**src/rtl/sonic_st_timing_adapter_rl_pkg.sv**
```systemverilog
// Shared constants and helpers for the Avalon-ST ready-latency timing adapter.
package sonic_st_adapter_pkg;

    localparam int READY_LATENCY_MIN = 0;
    localparam int READY_LATENCY_MAX = 4;

    // Bits needed to hold an entry count of 0..depth inclusive.
    function automatic int fill_width(input int depth);
        return $clog2(depth + 1);
    endfunction

    // Increment a pointer modulo depth; works for non-power-of-two depths.
    function automatic int ptr_wrap(input int ptr, input int depth);
        return (ptr + 1 >= depth) ? 0 : ptr + 1;
    endfunction

endpackage

```
**src/rtl/sonic_st_timing_adapter_rl_if.sv**
```systemverilog
// Upstream/downstream streaming bundle plus fill/status for the timing adapter.
interface sonic_st_timing_adapter_rl_if
    import sonic_st_adapter_pkg::*;
#(
    parameter int DATA_WIDTH = 72,
    parameter int DEPTH      = 8
);
    localparam int unsigned FILL_W = fill_width(DEPTH);

    logic [DATA_WIDTH-1:0] in_data;
    logic                  in_valid;
    logic                  in_ready;
    logic [DATA_WIDTH-1:0] out_data;
    logic                  out_valid;
    logic                  out_ready;
    logic [FILL_W-1:0]     fill_level;
    logic                  overflow;
    logic                  protocol_err;

    modport slave (
        input  in_data, in_valid, out_ready,
        output in_ready, out_data, out_valid, fill_level, overflow, protocol_err
    );

    modport master (
        output in_data, in_valid, out_ready,
        input  in_ready, out_data, out_valid, fill_level, overflow, protocol_err
    );

endinterface

```
**src/rtl/sonic_st_adapter_fifo.sv**
```systemverilog
// Show-ahead circular buffer: head is always the oldest entry, count tracks occupancy.
module sonic_st_adapter_fifo
    import sonic_st_adapter_pkg::*;
#(
    parameter int DATA_WIDTH = 72,
    parameter int DEPTH      = 8
) (
    input  logic                          clk,
    input  logic                          reset_n,
    input  logic                          push,
    input  logic                          pop,
    input  logic [DATA_WIDTH-1:0]         wdata,
    output logic [DATA_WIDTH-1:0]         head,
    output logic [fill_width(DEPTH)-1:0]  count
);
    localparam int unsigned FILL_W = fill_width(DEPTH);
    localparam int unsigned PTR_W  = $clog2(DEPTH);

    logic [DATA_WIDTH-1:0] mem [DEPTH];
    logic [PTR_W-1:0]      wr_ptr;
    logic [PTR_W-1:0]      rd_ptr;
    logic                  full;
    logic                  do_push;
    logic                  do_pop;

    // A push at full is only accepted when a pop frees the slot in the same cycle.
    assign full    = (count == FILL_W'(DEPTH));
    assign do_pop  = pop && (count != '0);
    assign do_push = push && (!full || do_pop);
    assign head    = mem[rd_ptr];

    always_ff @(posedge clk) begin
        if (do_push) begin
            mem[wr_ptr] <= wdata;
        end
    end

    always_ff @(posedge clk or negedge reset_n) begin
        if (!reset_n) begin
            wr_ptr <= '0;
            rd_ptr <= '0;
            count  <= '0;
        end else begin
            if (do_push) begin
                wr_ptr <= PTR_W'(ptr_wrap(int'(wr_ptr), DEPTH));
            end
            if (do_pop) begin
                rd_ptr <= PTR_W'(ptr_wrap(int'(rd_ptr), DEPTH));
            end
            if (do_push && !do_pop) begin
                count <= count + FILL_W'(1);
            end else if (!do_push && do_pop) begin
                count <= count - FILL_W'(1);
            end
        end
    end

endmodule

```
**src/rtl/sonic_st_timing_adapter_rl.sv**
```systemverilog
// Avalon-ST timing adapter bridging arbitrary upstream/downstream ready latencies
// through a show-ahead buffer, with sticky overflow and protocol-error status.
module sonic_st_timing_adapter_rl
    import sonic_st_adapter_pkg::*;
#(
    parameter int DATA_WIDTH        = 72,
    parameter int DEPTH             = 8,
    parameter int IN_READY_LATENCY  = 0,
    parameter int OUT_READY_LATENCY = 0
) (
    input logic                         clk,
    input logic                         reset_n,
    sonic_st_timing_adapter_rl_if.slave st
);
    localparam int unsigned FILL_W = fill_width(DEPTH);

    if (DEPTH < IN_READY_LATENCY + 2 ||
        IN_READY_LATENCY  < READY_LATENCY_MIN || IN_READY_LATENCY  > READY_LATENCY_MAX ||
        OUT_READY_LATENCY < READY_LATENCY_MIN || OUT_READY_LATENCY > READY_LATENCY_MAX) begin : g_bad_param
        $error("sonic_st_timing_adapter_rl: illegal DEPTH or ready latency");
    end

    logic [FILL_W-1:0]     fill_level;
    logic [DATA_WIDTH-1:0] head;
    int                    outstanding;
    logic                  in_ready;
    logic                  grant;
    logic                  out_ok;
    logic                  out_valid;
    logic                  pop;
    logic                  full;
    logic                  overflow_c;
    logic                  overflow_q;
    logic                  protocol_err_q;

    // Grants still in flight reserve space, so pops are never credited early.
    assign in_ready = reset_n && ((int'(fill_level) + outstanding) < DEPTH);

    if (IN_READY_LATENCY > 0) begin : g_in_hist
        logic [IN_READY_LATENCY-1:0] in_hist;

        always_ff @(posedge clk or negedge reset_n) begin
            if (!reset_n) begin
                in_hist <= '0;
            end else begin
                in_hist <= (in_hist << 1) | IN_READY_LATENCY'(in_ready);
            end
        end

        assign grant       = in_hist[IN_READY_LATENCY-1];
        assign outstanding = $countones(in_hist);
    end else begin : g_in_direct
        assign grant       = in_ready;
        assign outstanding = 0;
    end

    // With a downstream latency, every presented beat is already granted and pops.
    if (OUT_READY_LATENCY > 0) begin : g_out_hist
        logic [OUT_READY_LATENCY-1:0] out_hist;

        always_ff @(posedge clk or negedge reset_n) begin
            if (!reset_n) begin
                out_hist <= '0;
            end else begin
                out_hist <= (out_hist << 1) | OUT_READY_LATENCY'(st.out_ready);
            end
        end

        assign out_ok = out_hist[OUT_READY_LATENCY-1];
        assign pop    = out_valid;
    end else begin : g_out_direct
        assign out_ok = 1'b1;
        assign pop    = out_valid && st.out_ready;
    end

    assign out_valid  = (fill_level != '0) && out_ok;
    assign full       = (fill_level == FILL_W'(DEPTH));
    assign overflow_c = st.in_valid && full && !pop;

    sonic_st_adapter_fifo #(
        .DATA_WIDTH (DATA_WIDTH),
        .DEPTH      (DEPTH)
    ) u_fifo (
        .clk     (clk),
        .reset_n (reset_n),
        .push    (st.in_valid),
        .pop     (pop),
        .wdata   (st.in_data),
        .head    (head),
        .count   (fill_level)
    );

    always_ff @(posedge clk or negedge reset_n) begin
        if (!reset_n) begin
            overflow_q     <= 1'b0;
            protocol_err_q <= 1'b0;
        end else begin
            if (overflow_c) begin
                overflow_q <= 1'b1;
            end
            if (st.in_valid && !grant) begin
                protocol_err_q <= 1'b1;
            end
        end
    end

    assign st.in_ready     = in_ready;
    assign st.out_valid    = out_valid;
    assign st.out_data     = head;
    assign st.fill_level   = fill_level;
    assign st.overflow     = overflow_q;
    assign st.protocol_err = protocol_err_q;

endmodule

```
**src/flat_wrapper.sv**
```systemverilog
// flat-port wrapper written by rule: the top's interface ports become plain ports
module sonic_st_timing_adapter_rl_flat import sonic_st_adapter_pkg::*;
#(
    parameter int DATA_WIDTH        = 72,
    parameter int DEPTH             = 8,
    parameter int IN_READY_LATENCY  = 0,
    parameter int OUT_READY_LATENCY = 0
)
  (clk, reset_n, st_in_data, st_in_valid, st_out_ready, st_in_ready, st_out_data, st_out_valid, st_fill_level, st_overflow, st_protocol_err);
  sonic_st_timing_adapter_rl_if #(.DATA_WIDTH(DATA_WIDTH), .DEPTH(DEPTH)) st_i ();
  input logic clk;
  input logic reset_n;
  input wire logic [$bits(st_i.in_data)-1:0] st_in_data;
  input wire logic [$bits(st_i.in_valid)-1:0] st_in_valid;
  input wire logic [$bits(st_i.out_ready)-1:0] st_out_ready;
  output wire logic [$bits(st_i.in_ready)-1:0] st_in_ready;
  output wire logic [$bits(st_i.out_data)-1:0] st_out_data;
  output wire logic [$bits(st_i.out_valid)-1:0] st_out_valid;
  output wire logic [$bits(st_i.fill_level)-1:0] st_fill_level;
  output wire logic [$bits(st_i.overflow)-1:0] st_overflow;
  output wire logic [$bits(st_i.protocol_err)-1:0] st_protocol_err;
  assign st_i.in_data = st_in_data;
  assign st_i.in_valid = st_in_valid;
  assign st_i.out_ready = st_out_ready;
  assign st_in_ready = st_i.in_ready;
  assign st_out_data = st_i.out_data;
  assign st_out_valid = st_i.out_valid;
  assign st_fill_level = st_i.fill_level;
  assign st_overflow = st_i.overflow;
  assign st_protocol_err = st_i.protocol_err;
  sonic_st_timing_adapter_rl #(.DATA_WIDTH(DATA_WIDTH), .DEPTH(DEPTH), .IN_READY_LATENCY(IN_READY_LATENCY), .OUT_READY_LATENCY(OUT_READY_LATENCY)) u_core (.clk(clk), .reset_n(reset_n), .st(st_i));
endmodule
```
**config.mk**
```make
export PLATFORM = sky130hd
export DESIGN_NAME = sonic_st_timing_adapter_rl_flat
export DESIGN_NICKNAME = d
export VERILOG_FILES = /design/src/rtl/sonic_st_timing_adapter_rl_pkg.sv /design/src/rtl/sonic_st_timing_adapter_rl_if.sv /design/src/rtl/sonic_st_adapter_fifo.sv /design/src/rtl/sonic_st_timing_adapter_rl.sv /design/src/flat_wrapper.sv
export SDC_FILE = /design/constraint.sdc
export NUM_CORES = 1
export LEC_CHECK = 0
export CORE_MARGIN = 10
export CORE_UTILIZATION = 45
export CTS_BUF_LIST = sky130_fd_sc_hd__clkbuf_16
export DETAILED_ROUTE_END_ITERATION = 7
export PLACE_DENSITY_LB_ADDON = 0.3
export SLEW_MARGIN = 20
export SYNTH_ARGS = -nofsm -noshare
export SYNTH_HDL_FRONTEND = slang
export SYNTH_HIERARCHICAL = 1
export SYNTH_SLANG_ARGS = --single-unit
```
**constraint.sdc**
```tcl
create_clock -name clk -period 17.8 [get_ports clk]
set_input_delay 3.56 -clock clk [delete_from_list [all_inputs] [get_ports clk]]
set_output_delay 3.56 -clock clk [all_outputs]
set_load 0.01 [all_outputs]
```
==> impl_metrics.csv <==
group,metric,value,unit
sta,period_share,0.4892,
clock_tree,ctsHoldBuffers,0,
synthesis,ys_seq_area_frac,0.7859,
sta,hold_violations,0,
pwr,swShare,0.2776,
route,drt-initial-drc-count,702,
clock_tree,max-clock-path-buffers,3,
placed_design,hpwl,22760,µm
pwr,share_comb_of_total_power,0.312,
pwr,powerDensity,163.5,mW/mm²
sta,tightest_slew,1.105,ns
sta,rsz0062_at_grt,"no",
critical_path,regToRegSetupSlack,14.21,ns
synthesis,ys_seq_elements,588,
clock_tree,clk_latency,0.60,ns
synthesis,synth_fp_nets,993,
synthesis,synth_edf_count,576,
critical_path,worstSetupPathType,"in2out",
sta,slew-limit-headroom,0.2637,
route,vias,9827,
critical_path,path_delay_family,"buffers and inverters",
synthesis,yosysWarnings,6,
layout,layout.nets,1187,
synthesis,ys_types,37,
clock_tree,post_cts_resize_count,0,
clock_tree,post_cts.repair.setup_buffers,0,
floorplanning,dieArea,0.05908,mm²
route,ant_nets,0,
critical_path,end_kind,"output pin",
layout,fin_area,0.02658,mm²
layout,multi_input_area,0.004558,mm²
critical_path,cp_common_cell,"clkdlybuf4s50_1",
global_route,grt_pass1_wl,66730,µm
sta,setup_tns,0,ns
global_route,overflow,0,
synthesis,synthCells,911,
outcome,status,"completed",
pwr,total_power,0.004346,W
route,first_pass_iters,4,
pwr,intPower,0.003139,W
critical_path,cp_cell_sequence,"clkdlybuf4s50_1 -> and2b_2 -> clkdlybuf4s50_1",
floorplanning,initial_core_util,0.4565,
critical_path,setup.worst_path.end,"st_in_ready",
placed_design,dpl-instance-area,0.02473,mm²
critical_path,crit_path_start_kind,"input port",
pwr,ir_drop,0.09573,mV
placed_design,io_buffers,155,
pwr,clkPwrFrac,0.265,
route,vias_per_cell,5.405,
synthesis,synth_flop_cell,"edfxtp_1",
layout,drive_above_1_share,0.2934,
floorplanning,row_count,81,
synthesis,synthArstFlopShare,0.02041,
sta,finalCriticalPeriod,8.707,ns
floorplanning,core_region_area,0.04905,mm²
global_route,grt_pass1_vias,10570,
critical_path,worst_ep_required_time,14.24,ns
synthesis,mappedNetlistArea,0.02239,mm²
layout,seq_area,0.01761,mm²
route,wire_per_inst,24.08,µm
clock_tree,clk_pin_slew_worst_paths,0.06,ns
sta,finalSetupViolCount,0,
worst_hold_path,hold_class,"reg2reg",
placed_design,pre_cts_slack,9.045,ns
pwr,leakage,8.416,nW
critical_path,path_depth,3,
clock_tree,cts_root_buffer,"clkbuf_16",
layout,n_fill_cell,3774,
route,finalWirelength,43780,µm
sta,skew,0.01245,ns
layout,syn2layout_area_growth,18.71,%
floorplanning,die_w,243.1,µm
clock_tree,cts_buffers,58,
clock_tree,htreeDepth,2,
critical_path,slowest_stage,"clkdlybuf4s50_1",
pwr,pwr-share-seq,0.423,
critical_path,slowest_delay,0.81,ns
global_route,grt_max_degree,68,
global_route,antenna_found_initial,6,
global_route,grt.total_usage,0.1485,
sta,fmax,114.8,MHz
clock_tree,cts_tree,"done",
placed_design,place_congestion,0.6753,
clock_tree,clkSinkCount,588,
critical_path,r2r_start,"u_core/u_fifo/count[0]",
critical_path,cp_max_fo,13,
floorplanning,die_y,243.1,µm
floorplanning,ios,156,
sta,final_max_slew_viol_count,0,
critical_path,worstPathArrival,5.15,ns
critical_path,crit_buf_inv,2,
worst_hold_path,hold_start,"u_core/st.overflow",
synthesis,syn_avg_cell_area,24.58,µm²
critical_path,crit_path_start,"reset_n",
job,max-cap-violations,0,
sta,timing.final.ws_setup,9.093,ns
critical_path,reg2reg_depth,7,
critical_path,r2r_end,"u_core/u_fifo/mem[6][44]",
pwr,switching_power,0.001206,W
layout,layout_common_cells,"edfxtp_1 (576), clkdlybuf4s50_1 (155), mux4_2 (144)",
route,drc,0,
layout,layout_commonest_cell,"edfxtp_1",
[logic make-up (layout without fill, tap and decap cells)]
kind of cell,Yosys count,count (layout),synth area share
flip-flops,588,588,0.7859
AND/OR/NAND/NOR,27,27,0.006986
adder cells (fa/ha/maj),6,6,0.003688
buffers and inverters,48,289,0.01269
AO/OA/AOI/OAI,18,18,0.006147
other,0,2,0
multiplexers,220,220,0.1830
XOR/XNOR,4,4,0.001565
[power groups by stage]
| stage | clock [W] | combinational [W] | sequential [W] |
|---|---|---|---|
| 6_report | 0.00115 | 0.00136 | 0.00184 |
| 2_1_floorplan | 0 | 0.000900 | 0.00183 |
| 3_3_place_gp | 0 | 0.00138 | 0.00186 |
| 5_1_grt | 0.00124 | 0.00146 | 0.00186 |
| 3_5_place_dp | 0 | 0.00139 | 0.00187 |
| 4_1_cts | 0.00119 | 0.00140 | 0.00184 |
[state kept, by name, summed over array words and instances (netlist names)]
register	flops
u_core/u_fifo/mem	576
u_core/u_fifo/rd_ptr	3
u_core/st.protocol_err	1
u_core/st.overflow	1
u_core/u_fifo/wr_ptr	3
u_core/u_fifo/count	4
[cells in the mapped netlist, types with 2 or more instances]
master | number | area share
a21oi_1 | 3 | 0.00067
buf_1 | 11 | 0.0018
buf_2 | 2 | 0.00045
buf_4 | 5 | 0.0017
buf_6 | 11 | 0.0055
clkbuf_1 | 14 | 0.0023
dfrtp_1 | 12 | 0.013
edfxtp_1 | 576 | 0.77
ha_1 | 5 | 0.0028
inv_1 | 5 | 0.00084
mux2_2 | 75 | 0.038
mux4_2 | 144 | 0.14
nand2_1 | 3 | 0.00050
nand2b_1 | 5 | 0.0014
nand3_1 | 2 | 0.00045
nor2_1 | 3 | 0.00050
nor3_1 | 6 | 0.0013
o211ai_1 | 4 | 0.0013
o21ai_0 | 3 | 0.00067
or3_1 | 2 | 0.00056
xnor2_1 | 4 | 0.0016
[per-layer routing]
layer,track usage,vias up,part of all wire
li1,-,4291,-
met1,0.1937,5255,0.42
met2,0.2461,201,0.50
met3,0.03547,68,0.057
met4,0.04007,12,0.018
met5,0,-,0.0018
[worst register-to-register path: cells and delay by family (launching register included)]
family / cells / cell delay [ns]
AOI/OAI and AO/OA: 1 / 0.31
buffers and inverters: 2 / 1.16
and+or+nand+nor: 4 / 1.16
DFF: 1 / 0.56
[per-stage QoR]
step / std cells / utilization / hold WS, ns
6_report: 1818 / 0.5419 / 0.4688
2_1_floorplan: 911 / - / 0.5070
4_1_cts: 1816 / 0.5418 / 0.4772
5_1_grt: 1816 / 0.5418 / 0.4888
3_3_place_gp: 1709 / 0.5042 / 0.4512
3_5_place_dp: 1709 / 0.5042 / 0.4632
[how the worst min path moves through the flow]
stage / to / slack, ns / cells after the start
after global placement: u_core/st.overflow / 0.45 / 1
final: u_core/st.overflow / 0.47 / 1
after floorplan: u_core/st.overflow / 0.51 / 1
after detailed placement: u_core/st.overflow / 0.46 / 1
after global routing: u_core/st.protocol_err / 0.49 / 1
after CTS: u_core/st.overflow / 0.48 / 1
[layout make-up]
type	instances	share of cell area
multi-input combinational	275	0.1715
antenna	2	0.0001883
sequential	588	0.6625
tap	664	0.03126
clock buffer	65	0.06120
inverter	5	0.0007061
timing repair buffer	177	0.06459
clock inverter	42	0.008097
(Power assumes the default switching activity.)
